**src/rtl/piso_stream.sv**
```systemverilog
// Parallel-in/serial-out shifter with valid/ready load side and ser_en-paced serial side.
// Optional even-parity trailer bit enabled by defining PISO_PARITY_EN.
module piso_stream #(
  parameter int   WIDTH      = 8,
  parameter int   MSB_FIRST  = 1,
  parameter logic IDLE_LEVEL = 1'b0
) (
  input  logic             clk,
  input  logic             rst,
  input  logic             load_valid,
  output logic             load_ready,
  input  logic [WIDTH-1:0] load_data,
  input  logic             ser_en,
  output logic             ser_out,
  output logic             ser_valid,
  output logic             frame_start,
  output logic             frame_last,
  output logic             busy
);

  localparam int             CW       = $clog2(WIDTH + 1);
  localparam logic [CW-1:0]  LAST_IDX = CW'(WIDTH - 1);
  localparam logic [CW-1:0]  FULL_CNT = CW'(WIDTH);

`ifdef PISO_PARITY_EN
  typedef enum logic [1:0] {IDLE, SHIFT, PAR} state_t;
`else
  typedef enum logic [1:0] {IDLE, SHIFT} state_t;
`endif

  state_t           state_reg, state_next;
  logic [CW-1:0]    count_reg, count_next;
  logic [WIDTH-1:0] shift_reg, shift_next;
  logic             ser_out_reg, ser_out_next;
  logic             valid_reg, valid_next;
  logic             start_reg, start_next;
  logic             last_reg, last_next;
`ifdef PISO_PARITY_EN
  logic             parity_reg, parity_next;
`endif

  // shift_reg holds only the bits still to come; the bit on the wire lives in ser_out_reg.
  logic [WIDTH-1:0] load_rest, reg_rest;
  logic             load_head, reg_head;

  generate
    if (MSB_FIRST != 0) begin : g_msb
      assign load_head = load_data[WIDTH-1];
      assign load_rest = {load_data[WIDTH-2:0], 1'b0};
      assign reg_head  = shift_reg[WIDTH-1];
      assign reg_rest  = {shift_reg[WIDTH-2:0], 1'b0};
    end else begin : g_lsb
      assign load_head = load_data[0];
      assign load_rest = {1'b0, load_data[WIDTH-1:1]};
      assign reg_head  = shift_reg[0];
      assign reg_rest  = {1'b0, shift_reg[WIDTH-1:1]};
    end
  endgenerate

  logic final_bit;
  logic accept;
  logic xfer;

`ifdef PISO_PARITY_EN
  assign final_bit = (state_reg == PAR);
`else
  assign final_bit = (state_reg == SHIFT) && (count_reg == LAST_IDX);
`endif

  assign load_ready = !rst && ((state_reg == IDLE) || (final_bit && ser_en));
  assign accept     = load_valid && load_ready;
  assign xfer       = valid_reg && ser_en;

  always_comb begin
    state_next   = state_reg;
    count_next   = count_reg;
    shift_next   = shift_reg;
    ser_out_next = ser_out_reg;
    valid_next   = valid_reg;
    start_next   = start_reg;
    last_next    = last_reg;
`ifdef PISO_PARITY_EN
    parity_next  = parity_reg;
`endif
    if (accept) begin
      state_next   = SHIFT;
      count_next   = '0;
      shift_next   = load_rest;
      ser_out_next = load_head;
      valid_next   = 1'b1;
      start_next   = 1'b1;
      last_next    = 1'b0;
`ifdef PISO_PARITY_EN
      parity_next  = ^load_data;
`endif
    end else if (xfer) begin
      start_next = 1'b0;
      case (state_reg)
        SHIFT: begin
          shift_next = reg_rest;
          if (count_reg == LAST_IDX) begin
            count_next = FULL_CNT;
`ifdef PISO_PARITY_EN
            state_next   = PAR;
            ser_out_next = parity_reg;
            last_next    = 1'b1;
`else
            state_next   = IDLE;
            ser_out_next = IDLE_LEVEL;
            valid_next   = 1'b0;
            last_next    = 1'b0;
`endif
          end else begin
            count_next   = count_reg + CW'(1);
            ser_out_next = reg_head;
`ifdef PISO_PARITY_EN
            last_next    = 1'b0;
`else
            last_next    = ((count_reg + CW'(1)) == LAST_IDX);
`endif
          end
        end
`ifdef PISO_PARITY_EN
        PAR: begin
          state_next   = IDLE;
          ser_out_next = IDLE_LEVEL;
          valid_next   = 1'b0;
          last_next    = 1'b0;
        end
`endif
        default: begin
          state_next = state_reg;
        end
      endcase
    end
  end

  always_ff @(posedge clk) begin
    if (rst) begin
      state_reg   <= IDLE;
      count_reg   <= '0;
      shift_reg   <= '0;
      ser_out_reg <= IDLE_LEVEL;
      valid_reg   <= 1'b0;
      start_reg   <= 1'b0;
      last_reg    <= 1'b0;
`ifdef PISO_PARITY_EN
      parity_reg  <= 1'b0;
`endif
    end else begin
      state_reg   <= state_next;
      count_reg   <= count_next;
      shift_reg   <= shift_next;
      ser_out_reg <= ser_out_next;
      valid_reg   <= valid_next;
      start_reg   <= start_next;
      last_reg    <= last_next;
`ifdef PISO_PARITY_EN
      parity_reg  <= parity_next;
`endif
    end
  end

  assign ser_out     = ser_out_reg;
  assign ser_valid   = valid_reg;
  assign frame_start = start_reg;
  assign frame_last  = last_reg;
  assign busy        = valid_reg;

endmodule

```
**config.mk**
```make
export PLATFORM = sky130hd
export DESIGN_NAME = piso_stream
export DESIGN_NICKNAME = d
export VERILOG_FILES = /design/src/rtl/piso_stream.sv
export SDC_FILE = /design/constraint.sdc
export NUM_CORES = 1
export LEC_CHECK = 0
export CAP_MARGIN = 20
export CORE_MARGIN = 2
export CORE_UTILIZATION = 27
export DETAILED_ROUTE_END_ITERATION = 12
export HOLD_SLACK_MARGIN = 0.12
export SKIP_CTS_REPAIR_TIMING = 1
export SLEW_MARGIN = 20
export SYNTH_ARGS = -nofsm -noshare
export SYNTH_HDL_FRONTEND = slang
export SYNTH_SLANG_ARGS = --single-unit
```
**constraint.sdc**
```tcl
create_clock -name clk -period 1.9 [get_ports clk]
set_input_delay 0.285 -clock clk [delete_from_list [all_inputs] [get_ports clk]]
set_output_delay 0.285 -clock clk [all_outputs]
set_load 0.1 [all_outputs]
```
# Word level (Yosys, flattened, before mapping)
# Cells that the tools add are included.
dict set report word_totals {
  regBits 16
  latchBits 0
  ram_bits 0
  rom_bits 0
  n_memories 0
}
dict set report classes {
  add_sub_neg 1
  mul 0
  n_div 0
  order_cmp 0
  eq_ne 2
  shifts 0
  n_mux 19
  bitwise 0
  n_reduce_logical 15
}
# operator n
set ops {}
lappend ops {{two-way mux 8 bit} 3}
lappend ops {{two-way mux 1 bit} 15}
lappend ops {{equality test 4 x 3 -> 1 bit, second input constant} 2}
lappend ops {{nonzero test 2 bit} 3}
lappend ops {{logical AND 1 bit} 5}
lappend ops {{adder 4 x 1 -> 4 bit, second input constant} 1}
lappend ops {{two-way mux 4 bit} 1}
lappend ops {{AND reduction 2 bit} 2}
lappend ops {{AND reduction 3 bit} 1}
lappend ops {{logical NOT 2 bit} 1}
lappend ops {{OR reduction 2 bit} 1}
lappend ops {{logical NOT 1 bit} 1}
lappend ops {{logical OR 1 bit} 1}

# Depth between registers and ports, before layout
# Gate-level depths: netlist (run 1).
dict set report depth {
  ltp_word 8
  mapped_depth 6
  ltp_nobuf 5
}

# Worst setup path before layout (run 1)
# No wires, ideal clock.
dict set report synth_path {
  path_type {register -> output}
  start {reg state_reg[0]}
  end {out load_ready}
  arrival_ns 2.490
  required_ns 1.615
  setup_slack_ns -0.875
  path_stages_with_launch 3
  cell_sequence {dfxtp_1 > buf_2 > a21oi_1}
}
dict set report synth_between {
  elab_chain_cells 4
  elab_cells_between_ends 5
  cone_classes {reduce/logical: 5}
}
# item line
set synth_lines {}
lappend synth_lines {{start: declaration} 31} ;# state_t state_reg, state_next;
lappend synth_lines {{start signal: assignment} 151} ;# state_reg <= state_next;
lappend synth_lines {{logical AND 1 bit} 67} ;# assign final_bit = (state_reg == SHIFT) && (count_reg == LAST_IDX);
lappend synth_lines {{logical AND 1 bit} 70} ;# assign load_ready = !rst && ((state_reg == IDLE) || (final_bit && ser_en));
lappend synth_lines {{logical OR 1 bit (*)} 70}
lappend synth_lines {{logical AND 1 bit (*)} 70}
lappend synth_lines {{end: declaration} 11} ;# output logic load_ready,
# Mark *: on every way between the ends. The rest lies on a longest branch, timed or not.

# Worst setup path after layout (run 1)
dict set report layout_path {
  start {reg count_reg[0]}
  end {out load_ready}
}
dict set report layout_between {
  elab_chain_cells 5
}
# item line
set layout_lines {}
lappend layout_lines {{start: declaration} 32} ;# logic [CW-1:0] count_reg, count_next;
lappend layout_lines {{start signal: assignment} 152} ;# count_reg <= count_next;
lappend layout_lines {{equality test 4 x 3 -> 1 bit} 67}
lappend layout_lines {{logical AND 1 bit} 67}
lappend layout_lines {{logical AND 1 bit} 70}
lappend layout_lines {{logical OR 1 bit} 70}
lappend layout_lines {{logical AND 1 bit} 70}
# Every way passes these cells.

==> metrics, run 1 <==
diode count=0; Synth Instances=90; #FFs+latches synth=15; Final Hold Vio Count=0; fin cells=156; Peak Freq=0.557 GHz; RSZ-0062 raised after global routing=false; slew of the pin with the lowest slew margin=around 410 ps; Slew headroom=0.727; largest net degree at the start of global routing=11; Peak VDD IR=roughly 0.18 mV; critical path's largest stage delay=400 ps; Rows=20; Total Wirelength=~1800 um; period utilization=0.945; Synth cell types=38; reg2reg end=shift_reg[1]; Clock Path Buffers=2; Synth async-reset ratio=0; skew final=between 2 and 2.5 ps; area grow syn2layout=35.1%; Post-synth EDFFs=0; final setup fails=0; remaining antenna violation count after routing=0; H-tree levels=1; Inst Count DP=between 150 and 200; vias in the first global route=a little over 700; Num Clock Sinks=15; most frequent cells in the layout=dfxtp_1 (13), buf_4 (12), clkdlybuf4s50_1 (11); Seq/Total Area, Yosys=0.351; initial antenna violation count=0; Place WS=~120 ps; CTS clock-pin slew for the worst setup and hold paths=approximately 100 ps; Clock Latency Late Sink=~290 ps; R2R Setup Slk=roughly 350 ps; average wire per standard cell=around 12 um; worst-case hold path end point=frame_start; routed vias=735; Nets=127; prevailing post-synth register cell=dfxtp_1; Post-route DRC=0; max reg flops=7; critical path arrival=around 1500 ps; Max-Cap Viols=0; required time of the critical path=between 1500 and 2000 ps; CP endpoint kind=output pin; mapped cell area=between 800 and 900 um2; global placer's final weighted congestion=around 0.74; CTS buffer count=3; Final min period=approximately 1800 ps; CP max stage cell=dfxtp_2; CTS tree=done; setup tns final=0 ps; die width=between 60 and 70 um; post-synthesis area per instance=around 9.5 um2; Congestion Overflow GR=0; IO Pins=18; crit-path cells=ha_1 > nand4b_1 > a21oi_4 > buf_12; Max FO, Critical Path=6; Worst R2R Path Depth=4; Die H=60.3 um; most common cell after layout, fill and taps aside=dfxtp_1; DR pass1 iterations=4; final-report max-slew violation count=0; port buffer count=17; Hold Path Stages=2; Reg2Reg Launch Point=count_reg[0]; synth warn=0; clk root buf=clkbuf_4; via/cell ratio=4.71; outcome=finished clean; pwr/cell area=between 600 and 700 mW/mm2; Startpoint Class=flip-flop; final HPWL from detailed placement=roughly 1400 um; GR Util All Layers=0.114; core area=0.00303 mm2; worst min-delay path startpoint=frame_start; Tightest Hold Check Type=flip-flop to flip-flop; Initial Util=0.283; Final WS setup=105 ps; Die ar.=about 0.0036 mm2; syn nets=between 100 and 150; critical path class=flip-flop to output pin; layout cells sized above 1=0.286; leakage power=0.459 nW; global-route wire length before repair=between 3000 and 4000 um; DR iter-0 viols=6
-- worst max-delay path: cells and delay by family (launching register included) --
kind                       cells  cell delay (ps)
and+or+nand+nor                1              230
buffers and inverters          1              190
AOI/OAI and AO/OA              1              220
adders and majority gates      1              190
DFF                            1              400
-- final cells by class --
type | instances | area, um2
multi-input combinational | 65 | 504
sequential | 15 | 303
timing repair buffer | 26 | 260
clock buffer | 4 | 26.3
fill | 314 | 1870
inverter | 2 | 7.51
tap | 44 | 55.1
-- through the flow --
stage                      util  cell area (um2)  hold WS [ps]  total power [W]
after floorplan               -              867           461         0.000490
after global placement    0.372             1130           460         0.000556
after detailed placement  0.372             1130           456         0.000558
after CTS                 0.381             1150           468         0.000744
after global routing      0.382             1160           498         0.000777
final                     0.382             1160           463         0.000742
-- worst max-delay path by stage --
stage / startpoint / end / slack (ps) / cells past startpoint
floorplan: state_reg[0] / load_ready / 20 / 2
global placement: ser_en / shift_reg[1] / 170 / 4
detailed placement: ser_en / shift_reg[1] / 120 / 4
CTS: count_reg[0] / load_ready / 2 / 4
global route: count_reg[0] / load_ready / 20 / 4
finish: count_reg[0] / load_ready / 100 / 4
-- where the power goes --
part	switching, W	internal, W	leakage, nW
Clock	0.000111	0.0000816	0.0150
Combinational	0.000118	0.0000857	0.320
Sequential	0.0000123	0.000333	0.124
Total	0.000241	0.000501	0.459
-- synth_stat cells, types with 2 or more instances --
cell / number / area [um2]
buf_4: 2 / 15.0
nor2_1: 2 / 7.51
buf_6: 2 / 22.5
nand3_1: 3 / 15.0
a211oi_2: 6 / 75.1
nand2b_1: 6 / 37.5
nand2_1: 5 / 18.8
inv_1: 2 / 7.51
nand3b_1: 2 / 15.0
dfxtp_1: 15 / 300
a21oi_1: 11 / 55.1
ha_1: 2 / 25.0
nor2b_1: 2 / 12.5
mux2i_1: 6 / 60.1
-- cell families after synthesis --
family	after synthesis	share of synthesized area
AOI/OAI and AO/OA	27	0.265
xor gates and xnor gates	1	0.0102
adders and majority gates	2	0.0292
buffers and inverters	10	0.0731
DFF	15	0.351
muxes	6	0.0702
and+or+nand+nor	29	0.202
-- layer usage --
metal,track usage,part of all wire,vias to the layer above
met5,0,0,-
met1,0.151,0.47,343
met3,0.0130,0.022,4
met2,0.183,0.49,14
met4,0.0571,0.020,0
li1,-,-,374
Note: power is estimated with default switching activity, not from simulation.
==> run 2: changes to the inputs <==
--- a/config.mk
+++ b/config.mk
@@ -8,6 +8,7 @@
 export CAP_MARGIN = 20
 export CORE_MARGIN = 2
 export CORE_UTILIZATION = 27
+export CTS_CLUSTER_SIZE = 25
 export DETAILED_ROUTE_END_ITERATION = 12
 export HOLD_SLACK_MARGIN = 0.12
 export SKIP_CTS_REPAIR_TIMING = 1
==> results of run 2 <==
No change in the layout: final DEF, timing and power equal those of run 1.
==> run 3: changes to the inputs <==
--- a/config.mk
+++ b/config.mk
@@ -8,7 +8,7 @@
 export CAP_MARGIN = 20
 export CORE_MARGIN = 2
 export CORE_UTILIZATION = 27
-export CTS_CLUSTER_SIZE = 25
+export CTS_CLUSTER_SIZE = 10
 export DETAILED_ROUTE_END_ITERATION = 12
 export HOLD_SLACK_MARGIN = 0.12
 export SKIP_CTS_REPAIR_TIMING = 1
==> results of run 3 <==
No change in the layout: final DEF, timing and power equal those of run 1.
